## src/rtl/rip_pipe_ctrl.sv

```systemverilog
// rip_pipe_ctrl: pipeline hazard/stall controller for the RIP core.
// Arbitrates redirects, memory back-pressure, multi-cycle mul/div occupancy
// and load-use bubbles, and counts stall cycles.
// Optional feature macro: RIP_MULDIV_EN (enables MD_BUSY, the occupancy
// counter, md_start and md_last; otherwise those outputs are tied low).
// Control outputs are combinational so a redirect kills decode in the same
// cycle; all of them are held low while rst_n is low.

module rip_pipe_ctrl #(
    parameter int unsigned REG_ADDR_WIDTH = 5,
    parameter int unsigned MD_CYCLES      = 33
) (
    input  logic                      clk,
    input  logic                      rst_n,
    input  logic                      if_valid,
    input  logic [REG_ADDR_WIDTH-1:0] if_rs1_num,
    input  logic [REG_ADDR_WIDTH-1:0] if_rs2_num,
    input  logic [REG_ADDR_WIDTH-1:0] de_rd_num,
    input  logic                      de_is_load,
    input  logic                      de_is_muldiv,
    input  logic                      ex_branch_taken,
    input  logic                      mem_busy,
    output logic                      de_ready,
    output logic                      ex_stall,
    output logic                      flush,
    output logic                      md_start,
    output logic                      md_last,
    output logic [31:0]               stall_count
);

    localparam int unsigned CNT_W   = 8;
    localparam int unsigned STALL_W = 32;

`ifdef RIP_MULDIV_EN
    typedef enum logic [1:0] {
        ST_RUN      = 2'd0,
        ST_MD_BUSY  = 2'd1,
        ST_REDIRECT = 2'd2
    } state_e;

    logic [CNT_W-1:0] md_cnt_q;
    logic [CNT_W-1:0] md_cnt_d;
`else
    typedef enum logic [1:0] {
        ST_RUN      = 2'd0,
        ST_REDIRECT = 2'd2
    } state_e;

    // Mul/div support is compiled out; these inputs intentionally go nowhere.
    localparam int unsigned UNUSED_MD_CYCLES = MD_CYCLES;
    logic unused_muldiv;
    assign unused_muldiv = de_is_muldiv;
`endif

    state_e               state_q;
    state_e               state_d;
    logic [STALL_W-1:0]   stall_count_q;
    logic                 load_use_c;
    logic                 stall_inc_c;

    // Load-use hazard: fetched instruction reads the register a load is writing.
    assign load_use_c = if_valid && de_is_load && (de_rd_num != '0) &&
                        ((if_rs1_num == de_rd_num) || (if_rs2_num == de_rd_num));

    // A stall cycle is a decode hold on a valid fetch, or any EX hold.
    assign stall_inc_c = (!de_ready && if_valid) || ex_stall;

    assign stall_count = stall_count_q;

    // Next-state and control outputs; everything forced low during reset.
    always_comb begin
        state_d  = state_q;
        de_ready = 1'b0;
        ex_stall = 1'b0;
        flush    = 1'b0;
        md_start = 1'b0;
        md_last  = 1'b0;
`ifdef RIP_MULDIV_EN
        md_cnt_d = md_cnt_q;
`endif
        if (rst_n) begin
            unique case (state_q)
                ST_RUN: begin
                    if (ex_branch_taken) begin
                        flush   = 1'b1;
                        state_d = ST_REDIRECT;
                    end else if (mem_busy) begin
                        ex_stall = 1'b1;
`ifdef RIP_MULDIV_EN
                    end else if (de_is_muldiv) begin
                        // Launch cycle counts as the first EX occupancy cycle.
                        md_start = 1'b1;
                        ex_stall = 1'b1;
                        md_cnt_d = CNT_W'(MD_CYCLES - 1);
                        state_d  = ST_MD_BUSY;
`endif
                    end else if (load_use_c) begin
                        de_ready = 1'b0;
                    end else begin
                        de_ready = if_valid;
                    end
                end
`ifdef RIP_MULDIV_EN
                ST_MD_BUSY: begin
                    // Counter reaching zero on this edge marks the final cycle.
                    ex_stall = 1'b1;
                    md_cnt_d = md_cnt_q - CNT_W'(1);
                    if (md_cnt_q == CNT_W'(1)) begin
                        md_last = 1'b1;
                        state_d = ST_RUN;
                    end
                end
`endif
                ST_REDIRECT: begin
                    flush   = 1'b1;
                    state_d = ST_RUN;
                end
                default: begin
                    state_d = ST_RUN;
                end
            endcase
        end
    end

    // State, occupancy counter and wrapping stall counter (synchronous reset).
    always_ff @(posedge clk) begin
        if (!rst_n) begin
            state_q       <= ST_RUN;
            stall_count_q <= '0;
`ifdef RIP_MULDIV_EN
            md_cnt_q      <= '0;
`endif
        end else begin
            state_q       <= state_d;
            stall_count_q <= stall_count_q + STALL_W'(stall_inc_c);
`ifdef RIP_MULDIV_EN
            md_cnt_q      <= md_cnt_d;
`endif
        end
    end

endmodule

```

## config.mk

```make
export PLATFORM = sky130hd
export DESIGN_NAME = rip_pipe_ctrl
export DESIGN_NICKNAME = d
export VERILOG_FILES = /design/src/rtl/rip_pipe_ctrl.sv
export SDC_FILE = /design/constraint.sdc
export NUM_CORES = 1
export LEC_CHECK = 0
export BUFFER_PORTS_ARGS = -buffer_cell sky130_fd_sc_hd__buf_4
export CAP_MARGIN = 30
export CORE_MARGIN = 2
export CORE_UTILIZATION = 40
export DETAILED_ROUTE_END_ITERATION = 8
export PLACE_DENSITY = 0.69
export SETUP_SLACK_MARGIN = 0.2
export SKIP_CTS_REPAIR_TIMING = 1
export SYNTH_ARGS = -nofsm -noshare
export SYNTH_HDL_FRONTEND = slang
export SYNTH_SLANG_ARGS = --single-unit
export TNS_END_PERCENT = 100
```

## constraint.sdc

```tcl
create_clock -name clk -period 5.16 [get_ports clk]
set_clock_uncertainty 0.05 [all_clocks]
set_input_delay 0.516 -clock clk [delete_from_list [all_inputs] [get_ports clk]]
set_output_delay 0.516 -clock clk [all_outputs]
set_load 0.02 [all_outputs]
```

Word-level counts from Yosys, hierarchy flattened
Cells that the tools add are included.
{"block": "totals", "register_bits": 33, "latchBits": 0, "ramBits": 0, "rom_bits": 0, "output_inout_bits": 37, "elab_cells": 27, "memories": 0}
{"block": "classes", "addsub": 1, "multipliers": 0, "div_mod_pow": 0, "order_cmp": 0, "n_eq_ne": 2, "shift": 0, "n_mux": 12, "n_bitwise": 0, "n_reduce_logical": 10}
{"operator": "$add A32 B1 Y32", "count": 1}
{"operator": "$mux W1", "count": 11}
{"operator": "$eq A5 B5 Y1", "count": 2}
{"operator": "$reduce_bool A5 Y1", "count": 1}
{"operator": "$logic_and A1 B1 Y1", "count": 4}
{"operator": "$logic_not A2 Y1", "count": 1}
{"operator": "$logic_or A1 B1 Y1", "count": 2}
{"operator": "$pmux W1 S2", "count": 1}
{"operator": "$reduce_and A2 Y1", "count": 1}
{"operator": "$logic_not A1 Y1", "count": 1}

Logic depth before layout (Yosys ltp)
{"block": "logic_depth", "depth_word": 12, "ltp_mapped": 13, "depth_no_buf": 12}

Worst setup path before layout
No wires, ideal clock.
{"block": "synth_path", "path_type": "input-to-reg", "from": "input port de_rd_num[3]", "to": "register stall_count_q[10], in the netlist stall_count[10]", "setup_ns": 0.115, "t_arrival_ns": 2.666, "path_slack_ns": 2.329, "stages": 13, "path_buffers": 1, "path_cell_list": "xor2_1 nor3_1 a22oi_1 o211ai_1 a21o_1 ha_1 ha_1 nand3_1 nor3_1 buf_2 nand4_1 xnor2_1 and2_1"}
{"block": "synth_via", "elab_chain_len": 12, "word_cells_on_any_way": 15, "cone_classes": "add/sub: 1; eq/ne: 2; mux: 5; reduce/logical: 7"}
{"element": "start: declaration", "line_no": "18", "rtl": "input logic [REG_ADDR_WIDTH-1:0] de_rd_num,"}
{"element": "$eq A5 B5 Y1 or $reduce_bool A5 Y1 (tied branches)", "line_no": "63, 62"}
{"element": "$logic_or A1 B1 Y1 or $logic_and A1 B1 Y1 (tied branches)", "line_no": "63, 62"}
{"element": "$logic_and A1 B1 Y1 (*)", "line_no": "62", "rtl": "assign load_use_c = if_valid && de_is_load && (de_rd_num != '0) &&"}
{"element": "$mux W1 (*)", "line_no": "97", "rtl": "end else if (load_use_c) begin"}
{"element": "$mux W1 (*)", "line_no": "87", "rtl": "end else if (mem_busy) begin"}
{"element": "$mux W1 (*)", "line_no": "84", "rtl": "if (ex_branch_taken) begin"}
{"element": "$mux W1 (*)", "line_no": "82", "rtl": "unique case (state_q)"}
{"element": "$mux W1 (*)", "line_no": "81", "rtl": "if (rst_n) begin"}
{"element": "$logic_not A1 Y1 (*)", "line_no": "66", "rtl": "assign stall_inc_c = (!de_ready && if_valid) || ex_stall;"}
{"element": "$logic_and A1 B1 Y1 (*)", "line_no": "66"}
{"element": "$logic_or A1 B1 Y1 (*)", "line_no": "66"}
{"element": "$add A32 B1 Y32 (*)", "line_no": "135", "rtl": "stall_count_q <= stall_count_q + STALL_W'(stall_inc_c);"}
{"element": "end signal: assignment", "line_no": "135"}
{"element": "end: declaration", "line_no": "57", "rtl": "logic [STALL_W-1:0] stall_count_q;"}
Every way passes the cells marked *; elsewhere a longest branch is shown, timed or not.
A chain may end at the register's enable or synchronous reset.

Worst setup path in the final report
{"block": "layout_path", "from": "input port de_rd_num[3]", "to": "register stall_count_q[28], in the netlist stall_count[28]"}
The elaborated chain is that of the path after synthesis.

==> flow_summary.ini <==
[placement]
gp_routability_congestion = 0.737
detailed_place_hpwl_mm = 2.59
number_of_buffers_added_on_ports = 55

[routing]
drc = 0
initial_detailed_routing_violation_count = 70
wl_mm = 3.44
avgViaCountPerCell = 4.96
dr_pass1_iterations = 4
wire_per_inst_um = 11.7
num_vias = 1464
antenna_left = 0

[critical_path]
path_max_fanout = 11
worstSetupStartpointType = input port
critPathCaptureType = flop
reg2reg_depth = 11
arrival_ns = 3.06
reg2reg_from = state_q[1]
cp_data_required_time_ns = 5.33
timing.reg2reg.setup_slack_ns = 2.69
criticalPathCategory = in2reg
r2r-end = stall_count[28]

[global_route]
grt_pass1_wl_mm = 5.84
first_global_vias = 1315
grt_max_degree = 40
grt_overflow = 0
grt_antenna_before_repair = 0
grt_usage = 0.150

[layout]
final-seq-area_um2 = 661
antenna_cells_inserted = 0
final_common_cell = buf_4
multi_input_comb_area_mm2 = 0.00102
drive_gt1_frac = 0.278
nNetsFinal = 269
final_cell_mix = buf_4, dfxtp_1, and2_1
fillerInstances = 398
final_util = 0.555
flow.area_growth_from_synthesis_pct = 31.4

[die]
floorplan.io_pins = 59
die_area_mm2 = 0.00482
core-area_mm2 = 0.00406
dieHeight_um = 69.5
fp.dieW_um = 69.5
initial_utilization = 0.422
row_count = 23

[power_and_ir_drop]
total_leakage_power_nw = 0.993
peakVddDrop_mv = 0.122
power_per_cell_area_mw_per_mm2 = 220

[timing]
worst-slew-pin-transition_ns = 0.640
rsz0062_at_grt = no
timing_max_transition_violations_final = 0
fin_crit_sh = 0.561
fin_tns_setup_ns = 0
maxSlewHeadroom = 0.572
finalCriticalPeriod_ns = 2.89
finalSetupViolations = 0
max_freq_ghz = 0.346
finalHoldViolations = 0

[clock_tree]
numCtsBuffers = 5
cts.htree.levels = 2
worst_skew_pair.late_latency_ns = 0.28
clockBufferDepth = 2
clockRootBuffer = clkbuf_8
clock_sinks = 33
clk_transition_reported_paths_ns = 0.06
tritoncts = done

[job]
cap_violations = 0

[logic_synthesis]
post_synth_num_cell_types = 35
yosys.area.top_type_share = 0.385
yosysWarningCount = 0
post-synth-top-area-cell = dfxtp_1
synth_top_cells_by_area = dfxtp_1, xnor2_1, and2_1, xor2_1, nand4_1
synth_sequential_area_ratio = 0.385
synth_area_mm2 = 0.00171
post_synth.cell_area_avg_um2 = 9.12
postSynthRegisterBits = 33
postSynthCellCount = 188

[worst_hold_path]
timing.hold.worst_endpoint = state_q[1]
min_path_cells = 1
hp-class = reg2reg
hold_path_startpoint = state_q[1]

[status]
run_status = finished clean
==> cells by family (layout without fill, tap and decap cells) <==
group,after synthesis,count (layout),share of synthesized area
simple gates,99,99,0.350
buf+inv,8,64,0.0226
fa+ha+maj,2,2,0.0146
mux,3,3,0.0175
xor+xnor,36,36,0.184
other cells,1,2,0.00219
flops,33,33,0.385
compound gates,6,6,0.0234
==> synth_stat cells (all sizes together) <==
master / count
and4: 3
nor2b: 5
nor3b: 1
nand3: 9
and3: 6
and2: 26
nor2: 10
nor3: 3
nand2: 13
nand3b: 1
xnor2: 19
mux2i: 3
nor4: 1
o211ai: 1
a21o: 1
nand4: 16
o21ai: 2
inv: 1
a21boi: 1
dfxtp: 33
nand2b: 3
buf: 3
clkbuf: 4
xor2: 17
or4: 1
or3: 1
a22oi: 1
ha: 2
conb: 1
==> report_power, final <==
group          switching, mW  total (mW)  internal, mW
registers            0.00215       0.259         0.257
logic                 0.0205      0.0426        0.0221
clock network         0.0874       0.193         0.106
==> layout make-up <==
class | instances | area share
clock buffers | 7 | 0.0383
inverters | 1 | 0.00167
multi-input cells | 148 | 0.452
flip-flops and latches | 33 | 0.293
well taps | 50 | 0.0278
repair buffers | 56 | 0.187
==> routing by layer <==
metal,track usage,part of all wire,vias to the layer above
li1,-,-,757
met1,0.170,0.44,658
met2,0.249,0.46,45
met3,0.0669,0.080,4
met4,0.0523,0.013,0
met5,0,0,-
==> flip-flops by register name (all words and copies together) (netlist names) <==
register and flops:
stall_count 32, state_q 1
==> worst max-delay path by stage <==
stage | start | end | slack [ns] | cells after the start
after floorplan | de_rd_num[3] | stall_count[10] | 2.33 | 13
after global placement | de_rd_num[3] | stall_count[28] | 1.99 | 14
after detailed placement | de_rd_num[3] | stall_count[28] | 1.94 | 14
after CTS | de_rd_num[3] | stall_count[28] | 2.22 | 14
after global routing | de_rd_num[3] | stall_count[28] | 2.09 | 14
final | de_rd_num[3] | stall_count[28] | 2.27 | 14
==> through the flow <==
stage / cells / worst slack, ns / hold WS (ns) / total power, mW / instance area [µm²]
final: 295 / 2.27 / 0.365 / 0.495 / 2250
after global routing: 295 / 2.09 / 0.383 / 0.515 / 2250
after CTS: 295 / 2.22 / 0.368 / 0.501 / 2250
after detailed placement: 288 / 1.94 / 0.354 / 0.308 / 2170
after global placement: 288 / 1.99 / 0.350 / 0.308 / 2170
after floorplan: 189 / 2.33 / 0.340 / 0.288 / 1720
==> critical path: stages <==
cell and delay (ns):
buf_4 0.13, xor2_1 0.15, nor3_1 0.20, a22oi_1 0.11, o211ai_1 0.22, a21o_1 0.16
ha_1 0.22, ha_1 0.23, nand3_1 0.13, nor3_1 0.19, buf_4 0.21, nand3_2 0.11
or3_1 0.33, a21boi_1 0.13
Note: power is estimated with default switching activity, not from simulation.
